### src/rtl/dyn_array_pkg.sv
// rtl/dyn_array_pkg.sv - shared opcode and state types for the dynamic array store
package dyn_array_pkg;

    typedef enum logic [1:0] {
        OP_READ   = 2'd0,
        OP_WRITE  = 2'd1,
        OP_RESIZE = 2'd2,
        OP_DELETE = 2'd3
    } op_e;

    typedef enum logic {
        ST_IDLE  = 1'b0,
        ST_CLEAR = 1'b1
    } state_e;

endpackage

### src/rtl/dyn_array_mem.sv
// rtl/dyn_array_mem.sv - register file, one write port, one async read port, resets to zero
module dyn_array_mem #(
    parameter int DATA_W = 8,
    parameter int DEPTH  = 32,
    parameter int IDX_W  = $clog2(DEPTH)
) (
    input  logic              i_clk,
    input  logic              i_rst_n,
    input  logic              i_we,
    input  logic [IDX_W-1:0]  i_widx,
    input  logic [DATA_W-1:0] i_wdata,
    input  logic [IDX_W-1:0]  i_ridx,
    output logic [DATA_W-1:0] o_rdata
);

    logic [DATA_W-1:0] r_mem [DEPTH];

    always_ff @(posedge i_clk or negedge i_rst_n) begin
        if (!i_rst_n) begin
            for (int i = 0; i < DEPTH; i++) begin
                r_mem[i] <= '0;
            end
        end else if (i_we && (32'(i_widx) < DEPTH)) begin
            r_mem[i_widx] <= i_wdata;
        end
    end

    // Guard matters only when DEPTH is not a power of two.
    assign o_rdata = (32'(i_ridx) < DEPTH) ? r_mem[i_ridx] : '0;

endmodule

### src/rtl/dyn_array_store.sv
// rtl/dyn_array_store.sv - dynamic-array store: bounds-checked read/write, resize with clear, delete
module dyn_array_store
    import dyn_array_pkg::*;
#(
    parameter int DATA_W    = 8,
    parameter int MAX_DEPTH = 32,
    parameter int IDX_W     = $clog2(MAX_DEPTH),
    parameter int SIZE_W    = $clog2(MAX_DEPTH + 1)
) (
    input  logic              i_clk,
    input  logic              i_rst_n,
    input  logic              i_cmd_valid,
    output logic              o_cmd_ready,
    input  logic [1:0]        i_cmd_op,
    input  logic [IDX_W-1:0]  i_cmd_idx,
    input  logic [SIZE_W-1:0] i_cmd_size,
    input  logic              i_cmd_preserve,
    input  logic [DATA_W-1:0] i_cmd_data,
    output logic              o_rsp_valid,
    output logic [DATA_W-1:0] o_rsp_data,
    output logic              o_rsp_err,
    output logic [SIZE_W-1:0] o_size,
    output logic              o_busy
);

    typedef struct packed {
        logic              valid;
        logic              err;
        logic [DATA_W-1:0] data;
    } rsp_t;

    state_e            r_state, w_state_nxt;
    logic [SIZE_W-1:0] r_size, w_size_nxt;
    logic [SIZE_W-1:0] r_clr_ptr, w_clr_ptr_nxt;
    logic [SIZE_W-1:0] r_clr_end, w_clr_end_nxt;
    rsp_t              r_rsp, w_rsp_nxt;

    logic              w_accept;
    op_e               w_op;
    logic              w_idx_ok;
    logic              w_size_ok;
    logic [SIZE_W-1:0] w_clr_start;
    logic              w_we;
    logic [IDX_W-1:0]  w_widx;
    logic [DATA_W-1:0] w_wdata;
    logic [DATA_W-1:0] w_rdata;

    assign w_accept    = i_cmd_valid && (r_state == ST_IDLE);
    assign w_op        = op_e'(i_cmd_op);
    assign w_idx_ok    = SIZE_W'(i_cmd_idx) < r_size;
    assign w_size_ok   = i_cmd_size <= SIZE_W'(MAX_DEPTH);
    assign w_clr_start = i_cmd_preserve ? r_size : '0;

    always_comb begin
        w_state_nxt   = r_state;
        w_size_nxt    = r_size;
        w_clr_ptr_nxt = r_clr_ptr;
        w_clr_end_nxt = r_clr_end;
        w_rsp_nxt     = '0;
        w_we          = 1'b0;
        w_widx        = '0;
        w_wdata       = '0;
        case (r_state)
            ST_IDLE: begin
                if (w_accept) begin
                    w_rsp_nxt.valid = 1'b1;
                    case (w_op)
                        OP_READ: begin
                            if (w_idx_ok) w_rsp_nxt.data = w_rdata;
                            else          w_rsp_nxt.err  = 1'b1;
                        end
                        OP_WRITE: begin
                            if (w_idx_ok) begin
                                w_we    = 1'b1;
                                w_widx  = i_cmd_idx;
                                w_wdata = i_cmd_data;
                            end else begin
                                w_rsp_nxt.err = 1'b1;
                            end
                        end
                        OP_RESIZE: begin
                            if (!w_size_ok) begin
                                w_rsp_nxt.err = 1'b1;
                            end else if (i_cmd_size > w_clr_start) begin
                                // Response is deferred until the last entry of the range is zeroed.
                                w_rsp_nxt.valid = 1'b0;
                                w_state_nxt     = ST_CLEAR;
                                w_clr_ptr_nxt   = w_clr_start;
                                w_clr_end_nxt   = i_cmd_size;
                            end else begin
                                w_size_nxt = i_cmd_size;
                            end
                        end
                        OP_DELETE: begin
                            w_size_nxt = '0;
                        end
                    endcase
                end
            end
            ST_CLEAR: begin
                w_we   = 1'b1;
                w_widx = r_clr_ptr[IDX_W-1:0];
                if (r_clr_ptr == r_clr_end - SIZE_W'(1)) begin
                    w_state_nxt     = ST_IDLE;
                    w_size_nxt      = r_clr_end;
                    w_rsp_nxt.valid = 1'b1;
                end else begin
                    w_clr_ptr_nxt = r_clr_ptr + SIZE_W'(1);
                end
            end
            default: w_state_nxt = ST_IDLE;
        endcase
    end

    always_ff @(posedge i_clk or negedge i_rst_n) begin
        if (!i_rst_n) begin
            r_state   <= ST_IDLE;
            r_size    <= '0;
            r_clr_ptr <= '0;
            r_clr_end <= '0;
            r_rsp     <= '0;
        end else begin
            r_state   <= w_state_nxt;
            r_size    <= w_size_nxt;
            r_clr_ptr <= w_clr_ptr_nxt;
            r_clr_end <= w_clr_end_nxt;
            r_rsp     <= w_rsp_nxt;
        end
    end

    dyn_array_mem #(
        .DATA_W (DATA_W),
        .DEPTH  (MAX_DEPTH),
        .IDX_W  (IDX_W)
    ) u_mem (
        .i_clk   (i_clk),
        .i_rst_n (i_rst_n),
        .i_we    (w_we),
        .i_widx  (w_widx),
        .i_wdata (w_wdata),
        .i_ridx  (i_cmd_idx),
        .o_rdata (w_rdata)
    );

    assign o_cmd_ready = (r_state == ST_IDLE);
    assign o_busy      = (r_state == ST_CLEAR);
    assign o_size      = r_size;
    assign o_rsp_valid = r_rsp.valid;
    assign o_rsp_err   = r_rsp.err;
    assign o_rsp_data  = r_rsp.data;

endmodule

### config.mk
export PLATFORM = sky130hd
export DESIGN_NAME = dyn_array_store
export DESIGN_NICKNAME = d
export VERILOG_FILES = /design/src/rtl/dyn_array_pkg.sv /design/src/rtl/dyn_array_mem.sv /design/src/rtl/dyn_array_store.sv
export SDC_FILE = /design/constraint.sdc
export NUM_CORES = 1
export LEC_CHECK = 0
export ABC_AREA = 1
export BUFFER_PORTS_ARGS = -buffer_cell sky130_fd_sc_hd__buf_2
export CAP_MARGIN = 20
export CORE_MARGIN = 8
export CORE_UTILIZATION = 57
export DETAILED_ROUTE_END_ITERATION = 7
export GPL_TIMING_DRIVEN = 0
export PLACE_DENSITY = 0.77
export SLEW_MARGIN = 20
export SYNTH_ARGS = -nofsm -noshare
export SYNTH_HDL_FRONTEND = slang
export SYNTH_SLANG_ARGS = --single-unit
### constraint.sdc
create_clock -name i_clk -period 2.22 [get_ports i_clk]
set_input_delay 0 -clock i_clk [delete_from_list [all_inputs] [get_ports i_clk]]
set_output_delay 0 -clock i_clk [all_outputs]
set_load 0.01 [all_outputs]
* Word-level counts from Yosys, hierarchy flattened
Index checks and enable logic that the tools add are counted.
** Storage, ports and cells
- Output and inout bits :: 18
- Logic and storage cells :: 119
- Register bits after elaboration :: 285
- Input bits :: 25
** Operators by class
- Equality and inequality tests :: 13
- Reduce and logical (&&, ||, !) cells :: 7
- $add $sub $neg :: 2
- Bitwise operators :: 3
- Multiplexer cells :: 49
- Order comparisons :: 6
** Operators with widths (number)
- 256-bit bitwise mux :: 1
- 8-bit two-way mux :: 9
- 6-bit two-way mux :: 10
- 8-bit binary-select mux with 5-bit select :: 1
- 8-bit demux with 5-bit select :: 1
- 6-bit case mux with 2 select lines :: 3
- 5-bit two-way mux :: 3
- 5-bit AND reduction :: 3
- 1-bit two-way mux :: 14
- 6-bit >= comparator (second input constant) :: 2
- 5-bit inverter with 6-bit output :: 2
- 10-bit two-way mux :: 1
- 2-bit by 1-bit != test with 1-bit output (second input constant) :: 5
- 5-bit case mux with 2 select lines :: 1
- 9-bit two-way mux :: 1
- 1-bit case mux with 2 select lines :: 4
- 6-bit by 1-bit adder with 6-bit output (second input constant) :: 1
- 6-bit equality test :: 1
- 6-bit greater-than comparator :: 1
- 6-bit less-or-equal comparator (second input constant) :: 1
- 5-bit by 6-bit less-than comparator with 1-bit output :: 1
- 6-bit by 1-bit less-than comparator with 1-bit output (second input constant) :: 1
- 3-bit != test (second input constant) :: 2
- 6-bit by 1-bit subtractor with 6-bit output (second input constant) :: 1
- other kinds (8) :: 10

* Depth between registers and ports, before layout
Gate-level depths: netlist of the first run.
- Depth after elaboration :: 11
- Mapped depth :: 14
- Gate-level depth less buffers :: 13

* Modules after synthesis
From an unflattened synthesis of the first run, not the netlist that was laid out.
** Second synthesis, totals
- Cells, all modules :: 1784
- Area total of the unflattened synthesis :: 13947.1 um^2
** By module, submodules not included
- dyn_array_mem :: instances 1, area an instance 11896.4 um^2, cells each 1491, sequential area each 6406.1 um^2
- dyn_array_store :: instances 1, area an instance 2050.7 um^2, cells each 293, sequential area each 725.7 um^2

* Least setup slack after synthesis of the first run
Ideal clock, no wire load.
- Path kind :: reg2reg
- Start point :: register r_size[4] (netlist: o_size[4])
- End point :: register u_mem.r_mem[65] in the netlist's numbering
- Buffers on the path :: 1
- Slack :: -0.125 ns
- Library setup time :: 0.121 ns
- Cell stages (with the launch flop) :: 12
- Data required time :: 2.099 ns
- Arrival :: 2.224 ns
- Clock period less this slack :: 2.345 ns
- Cells stage by stage :: dfrtp_1 inv_1 ha_1 inv_1 nor2_1 a21boi_1 nand3_2 o21ai_4 nand3_4 buf_1 o21ai_1 nand2_1
** Between the ends
- Longest elaborated chain between the ends :: 11
- Elaborated cells between the ends (all ways) :: 20
- Those cells by class :: order compare (3); mux (15); bitwise (1); reduce/logical (1)
** RTL lines
- from (decl) :: line dyn_array_store.sv:33 : logic [SIZE_W-1:0] r_size, w_size_nxt;
- from (signal assigned) :: line dyn_array_store.sv:124 : r_size <= w_size_nxt;
- 5-bit by 6-bit less-than comparator with 1-bit output * :: line dyn_array_store.sv:50 : assign w_idx_ok = SIZE_W'(i_cmd_idx) < r_size;
- 5-bit two-way mux :: line dyn_array_store.sv:73 : if (w_idx_ok) begin
- 5-bit two-way mux :: line dyn_array_store.sv:67 : case (w_op)
- 5-bit two-way mux :: line dyn_array_store.sv:65 : if (w_accept) begin
- 5-bit case mux with 2 select lines :: line dyn_array_store.sv:63 : case (r_state)
- 5-bit inverter with 6-bit output (not written as such) :: line dyn_array_mem.sv:24 : r_mem[i_widx] <= i_wdata;
- 6-bit >= comparator (not written as such) or 6-bit by 1-bit less-than comparator with 1-bit output (tied branches) :: line dyn_array_mem.sv:24
- 1-bit logical AND (not written as such) :: line dyn_array_mem.sv:24
- 8-bit two-way mux (not written as such) :: line dyn_array_mem.sv:24
- 8-bit demux with 5-bit select :: line dyn_array_mem.sv:24
- 256-bit bitwise mux :: line dyn_array_mem.sv:24
- to (signal, indexed assignment) :: line dyn_array_mem.sv:24
- to (decl) :: line dyn_array_mem.sv:16 : logic [DATA_W-1:0] r_mem [DEPTH];
Every way passes the cells marked *; elsewhere a longest branch is shown, timed or not.
A chain may end at the register's enable or synchronous reset.

* Final worst setup path of the first run
- Start point :: register r_size[4] (netlist: o_size[4])
- End point :: register u_mem.r_mem[63] in the netlist's numbering
The elaborated chain is that of the path after synthesis.

==> results.yml, run 1 <==
sta:
  rsz0062_at_grt: "yes"
  slew_headroom_pct: 40.4
  max_freq_mhz: 405
  period_share_pct: 111
  fin_crit_ns: 2.47
  setup-violations-final: 256
  tightest_slew_ns: 0.894
  worst_slack_ns: -0.252
  hold_viol: 0
  tns_ns: -27.87
  slew_violations: 0
  clock-skew-final_ns: 0.0177
cells_and_area:
  nets: 2182
  final_common_cell: "nand2_1"
  final_cell_mix: "847 x nand2_1, 283 x dfrtp_1, 252 x nand3_1, 73 x a21oi_1, 69 x nand2_2"
  fillers: 1740
  syn_to_final_growth_pct: 33.4
  final_layout_size_suffix_gt1_share_pct: 21.3
routing:
  dr.pass1.iters: 6
  drt_iter0_markers: 2257
  routed_wl_mm: 58.5
  viasPerCell: 6.31
  drc: 0
  postRouteAntennaNets: 0
  wl_per_cell_um: 23.4
  vias: 15800
power:
  power_density_nw_per_um2: 933
  ir_drop_mv: 0.769
  power_leakage_uw: 0.00963
worst_setup_path:
  cpLargestDelayFamily: "simple AND/OR/NAND/NOR gates"
  critical_path.max_stage_delay_ns: 0.41
  cp_max_fo: 10
  cp.required_ns: 2.72
  cp-start-kind: "flop"
  worstPathArrival_ns: 2.97
  path_buf_inv: 4
  critPathSlowestCell: "dfrtp_1"
  endpoint_kind: "flop"
  path_class: "flop to flop"
  crit_chain: "inv_2 -> ha_4 -> inv_4 -> nor2_4 -> a21boi_4 -> nand3_4 -> buf_8 -> nor2_1 -> clkbuf_4 -> nand3_1 -> nand2_1"
worst_hold_path:
  hp-class: "input pin to asynchronous set/reset pin"
grt:
  grt_antenna_before_repair: 0
  grtUsageTotal_pct: 35.8
  grt_pass1_wl_mm: 85.3
  grt_pass1_vias: 14900
  grt_max_degree: 76
  grt-ovfl-total: 0
synthesis:
  syn_inst: 1972
  synth_seq_cells: 285
  seq_area_frac_synth_pct: 49.2
  syn-num-nets: 2009
  syn_avg_cell_area_um2: 7.35
  synth.distinct_cells: 35
  syn-cell-area_um2: 14500
  synthTopCellsByArea: "dfrtp_1 49%, nand2_1 24%, nand3_1 10%"
  synth_top_cell_by_area: "dfrtp_1"
  ys_warn_count: 0
  yosysTopAreaCellShare_pct: 49.2
floorplanning:
  fp.dieH_um: 176
  num_rows: 58
  fp.dieW_um: 176
  ios: 43
  initial_core_util_pct: 57.8
  die_area_um2: 30800
  core_um2: 25100
place:
  io_buffer_count: 42
  globalplace.congestion: 1.03
  dp_hpwl_mm: 37.1
  dp_slack_ns: -1.06
clock_network:
  clkLatencyLatePin_ns: 0.56
  cts_buffer_depth: 3
  clkTransAtPathRegs_ns: 0.06
  root_buffer: "clkbuf_16"
  cts_tree: "built"
  htreeDepth: 1
  cts-buffers-inserted: 30
  clock_sinks: 285
flow_run:
  maxCapViolCount: 0
outcome:
  status: "finished, violations left"
  violations: "negative setup slack"
[layout make-up]
class	instances	area (µm²)	area share (%)
multi-input cells	1517	7890	40.8
inverters	46	188	0.970
repair buffers	139	1580	8.14
well taps	330	413	2.13
plain buffers	126	1140	5.90
clock inverters	9	123	0.634
flip-flops and latches	285	7130	36.9
diodes	1	2.50	0.0129
clock buffers	46	882	4.56
[report_power, final]
group	internal (µW)	switching [µW]	total, µW	leakage, µW
Clock	3070	2170	5240	0.000492
Combinational	2790	4190	6980	0.00519
Sequential	5550	293	5840	0.00395
Total	11400	6650	18100	0.00963
[layer usage]
metal / track usage (%) / routed length [µm]
met1: 46.0 / 21600
met2: 52.6 / 25400
met4: 22.1 / 3730
met5: 0 / 0
met3: 10.5 / 7710
[per-stage QoR]
stage | std cells | utilization, % | power (µW) | instance area, µm² | hold WS, ns
2_1_floorplan | 1972 | - | 8260 | 14500 | -0.296
4_1_cts | 2473 | 73.2 | 16700 | 18400 | 0.0274
3_5_place_dp | 2348 | 60.7 | 9710 | 15300 | 0.0219
5_1_grt | 2498 | 77.0 | 18500 | 19300 | 0.0831
3_3_place_gp | 2344 | 60.3 | 9620 | 15100 | 0.316
6_report | 2499 | 77.0 | 18100 | 19300 | 0.0255
[state kept, by name, summed over array words and instances, names as in the netlist]
name	count
o_rsp_data	8
o_size	6
r_clr_end	6
o_busy	1
o_rsp_err	1
r_clr_ptr	6
o_rsp_valid	1
u_mem.r_mem	256
[worst paths after layout]
path	cells past startpoint	endpoint	slack (ns)	start
max reg2reg	11	u_mem.r_mem[63]	-0.25	o_size[4]
min in group i_clk	7	u_mem.r_mem[254]	0.21	i_cmd_idx[0]
max	11	u_mem.r_mem[63]	-0.25	o_size[4]
max in group asynchronous	4	u_mem.r_mem[101]	1.04	i_rst_n
min	2	u_mem.r_mem[191]	0.03	i_rst_n
min reg2reg	2	u_mem.r_mem[52]	0.47	u_mem.r_mem[52]
[worst reg2reg max path, stage by stage, from the launching register on]
cell      delay (ns)
dfrtp_1         0.41
inv_2           0.08
ha_4            0.21
inv_4           0.06
nor2_4          0.04
a21boi_4        0.22
nand3_4         0.17
buf_8           0.18
nor2_1          0.38
clkbuf_4        0.36
nand3_1         0.18
nand2_1         0.12
[cell families after synthesis]
group	after synthesis	share of synthesized area (%)
compound gates	148	5.82
xor+xnor	8	0.483
fa+ha+maj	12	1.04
buf+inv	172	4.66
flops	285	49.2
simple gates	1347	38.8
[Yosys cell counts, drive strengths merged]
master / count
nand2: 944
nand3: 303
dfrtp: 285
clkbuf: 84
a21oi: 73
nor2: 58
inv: 43
buf: 42
o21ai: 39
nand4: 37
a22oi: 30
ha: 12
xnor2: 6
clkinv: 3
a21boi: 2
nor3: 2
o22ai: 2
or2: 2
xor2: 2
nor4: 1
o211ai: 1
o221ai: 1
[timing repair]
action / CTS / global route
setup endpoints to repair: 268 / 275
hold buffers: 21 / 0
gates resized for setup: 367 / 155
pin swaps: 91 / 92
hold endpoints to repair: 256 / 0
gates cloned: 11 / 13
setup buffers: 38 / 12
(Power assumes the default switching activity.)
==> inputs of run 2 (changes only) <==
--- a/config.mk
+++ b/config.mk
@@ -5,14 +5,13 @@
 export SDC_FILE = /design/constraint.sdc
 export NUM_CORES = 1
 export LEC_CHECK = 0
-export ABC_AREA = 1
-export BUFFER_PORTS_ARGS = -buffer_cell sky130_fd_sc_hd__buf_2
+export BUFFER_PORTS_ARGS = -buffer_cell sky130_fd_sc_hd__buf_4
 export CAP_MARGIN = 20
 export CORE_MARGIN = 8
-export CORE_UTILIZATION = 57
+export CORE_UTILIZATION = 56
 export DETAILED_ROUTE_END_ITERATION = 7
 export GPL_TIMING_DRIVEN = 0
-export PLACE_DENSITY = 0.77
+export PLACE_DENSITY = 0.76
 export SLEW_MARGIN = 20
 export SYNTH_ARGS = -nofsm -noshare
 export SYNTH_HDL_FRONTEND = slang
==> run 2 against run 1 <==
Against the previous run: the flow still finishes with violations (negative setup slack); utilization is 1.8 points lower; combinational power decreased by 7.0%; first-iteration DRC count is 51% lower; non-clock buffer count down 66; worst hold slack lost 0.024 ns; register-to-register slack got worse by 0.16 ns; synthesized cell count is 52% lower; critical path depth shrank 1; clock skew decreased by 0.0011 ns; clock power up 3%; largest power group unchanged; highest routed layer is now met5.
==> results.yml, run 2 <==
outcome:
  status: "finished, violations left"
  violations: "negative setup slack"
floorplanning:
  num_rows: 57
  initial_core_util_pct: 56.8
  fp.dieW_um: 173
  fp.dieH_um: 173
  die_area_um2: 29900
  core_um2: 24200
  ios: 43
routing:
  drc: 0
  postRouteAntennaNets: 0
  drt_iter0_markers: 1100
  routed_wl_mm: 45.4
  viasPerCell: 6.76
  vias: 9882
  dr.pass1.iters: 7
  wl_per_cell_um: 31.0
power:
  power_leakage_uw: 0.00852
  ir_drop_mv: 0.683
  p_total_uw: 17800
  power_density_nw_per_um2: 977
cells_and_area:
  nets: 1153
  largest_register_ffs: 256
  final_cell_area_um2: 18300
  multi_input_area_um2: 7600
  syn_to_final_growth_pct: 32.5
  seq_area_um2: 7130
  n_antenna_cell: 0
  final_layout_size_suffix_gt1_share_pct: 57.2
  largest-register: "u_mem.r_mem"
  final_cell_mix: "284 x dfrtp_1, 136 x mux2_4, 134 x mux2_2, 77 x buf_4, 72 x mux4_2"
  stdcell_count: 1462
  final_common_cell: "dfrtp_1"
  fillers: 1354
  final_util_pct: 75.3
place:
  place_area_um2: 14900
  dp_hpwl_mm: 24.5
  globalplace.congestion: 0.877
  io_buffer_count: 41
  dp_cells: 1316
  dp_slack_ns: -0.942
worst_setup_path:
  cp-start-kind: "flop"
  r2r_cells: 10
  critical_path.max_stage_delay_ns: 0.39
  r2r_start: "o_size[3]"
  critPathSlowestCell: "dfrtp_1"
  endpoint_kind: "flop"
  cpLargestDelayFamily: "compound AO/OA/AOI/OAI gates"
  rr_endpoint: "u_mem.r_mem[60]"
  path_buf_inv: 3
  cp.required_ns: 2.65
  crit_chain: "inv_2 -> ha_4 -> a211oi_2 -> or3_4 -> o21ai_4 -> clkbuf_16 -> o31a_4 -> nor3b_4 -> buf_12 -> mux2_4"
  worstPathArrival_ns: 3.06
  cp_max_fo: 8
  r2r_setup_slack_ns: -0.42
  path_class: "flop to flop"
sta:
  rsz0062_at_grt: "yes"
  worst_slack_ns: -0.415
  fin_crit_ns: 2.64
  slew_violations: 0
  max_freq_mhz: 379
  hold_viol: 0
  period_share_pct: 119
  slew_headroom_pct: 31.8
  setup-violations-final: 266
  clock-skew-final_ns: 0.0166
  tightest_slew_ns: 1.02
grt:
  grt-ovfl-total: 0
  grt_antenna_before_repair: 2
  grt_pass1_wl_mm: 65.8
  grtUsageTotal_pct: 28.7
  grt_max_degree: 94
  grt_pass1_vias: 10400
clock_network:
  clkLatencyLatePin_ns: 0.56
  clkTransAtPathRegs_ns: 0.06
  cts-buffers-inserted: 30
  htreeDepth: 1
  cts_buffer_depth: 3
  cts_tree: "built"
  clock_sinks: 285
  root_buffer: "clkbuf_16"
synthesis:
  syn-num-nets: 985
  synthFlopType: "dfrtp_1"
  yosysTopAreaCellShare_pct: 51.8
  synthArstFlopShare_pct: 100
  synth_top_cells_by_count: "285 x dfrtp_1, 269 x mux2_2, 72 x mux4_2, 35 x clkbuf_1, 25 x nand3_1"
  synth_top_cell_by_area: "dfrtp_1"
  synth.distinct_cells: 54
  synth_seq_cells: 285
  synthTopCellsByArea: "dfrtp_1 52%, mux2_2 22%, mux4_2 12%"
  syn-cell-area_um2: 13800
  synth.most_common_cell: "dfrtp_1"
  ys_warn_count: 0
  syn_inst: 948
  syn_avg_cell_area_um2: 14.5
  synth_edf_count: 0
  seq_area_frac_synth_pct: 51.8
worst_hold_path:
  hp-class: "input pin to asynchronous set/reset pin"
flow_run:
  maxCapViolCount: 0
[run 2: worst register-to-register path, cell delays in order (launching register included)]
cell       delay, ns
dfrtp_1         0.39
inv_2           0.08
ha_4            0.20
a211oi_2        0.21
or3_4           0.17
o21ai_4         0.11
clkbuf_16       0.18
o31a_4          0.36
nor3b_4         0.30
buf_12          0.19
mux2_4          0.32
[run 2: what timing repair did]
| item | in CTS | in global routing |
|---|---|---|
| pin swaps | 37 | 43 |
| hold buffers | 16 | 0 |
| setup endpoints to repair | 282 | 279 |
| gates cloned | 3 | 0 |
| setup buffers | 51 | 31 |
| resized for setup | 252 | 69 |
| hold endpoints to repair | 321 | 0 |
[run 2: layout make-up]
| class | instances | share of cell area, % |
|---|---|---|
| Buffer | 57 | 2.41 |
| Clock buffer | 46 | 5.00 |
| Clock inverter | 8 | 0.781 |
| Inverter | 23 | 0.473 |
| Multi-Input combinational cell | 577 | 41.6 |
| Sequential cell | 285 | 39.1 |
| Tap cell | 324 | 2.22 |
| Timing Repair Buffer | 142 | 8.42 |
[run 2: cell families after synthesis]
| group | share of synthesized area [%] |
|---|---|
| AOI/OAI and AO/OA | 4.16 |
| xor gates and xnor gates | 0.572 |
| adders and majority gates | 1.09 |
| buffers and inverters | 2.52 |
| DFF | 51.8 |
| muxes | 34.8 |
| and+or+nand+nor | 5.10 |
[run 2: worst max-delay path by stage]
stage | start | end | cells past startpoint
2_1_floorplan | o_busy | u_mem.r_mem[58] | 8
3_3_place_gp | i_rst_n | u_mem.r_mem[229] | 1
3_5_place_dp | o_size[2] | u_mem.r_mem[182] | 9
4_1_cts | o_size[3] | u_mem.r_mem[62] | 11
5_1_grt | o_size[3] | u_mem.r_mem[90] | 12
6_report | o_size[3] | u_mem.r_mem[60] | 10
[run 2: stage by stage]
stage	TNS [ns]	hold slack (ns)
after global routing	-103.58	0.0380
after detailed placement	-156.91	-0.0108
after floorplan	-48.10	-0.296
final	-89.33	0.00185
after global placement	-516.03	0.247
after CTS	-61.02	0.00429
[run 2: layer usage]
| layer | global-route usage (%) | wire length, µm | up-vias |
|---|---|---|---|
| met4 | 16.7 | 2920 | 4 |
| met5 | 0 | 29 | - |
| met1 | 35.6 | 17200 | 5162 |
| met2 | 45.3 | 21300 | 626 |
| met3 | 7.19 | 3980 | 202 |
| li1 | - | - | 3888 |
[run 2: where the power goes]
group	switching (µW)	internal, µW
Clock	2140	3270
Sequential	351	5590
Combinational	3370	3110
Total	5860	12000
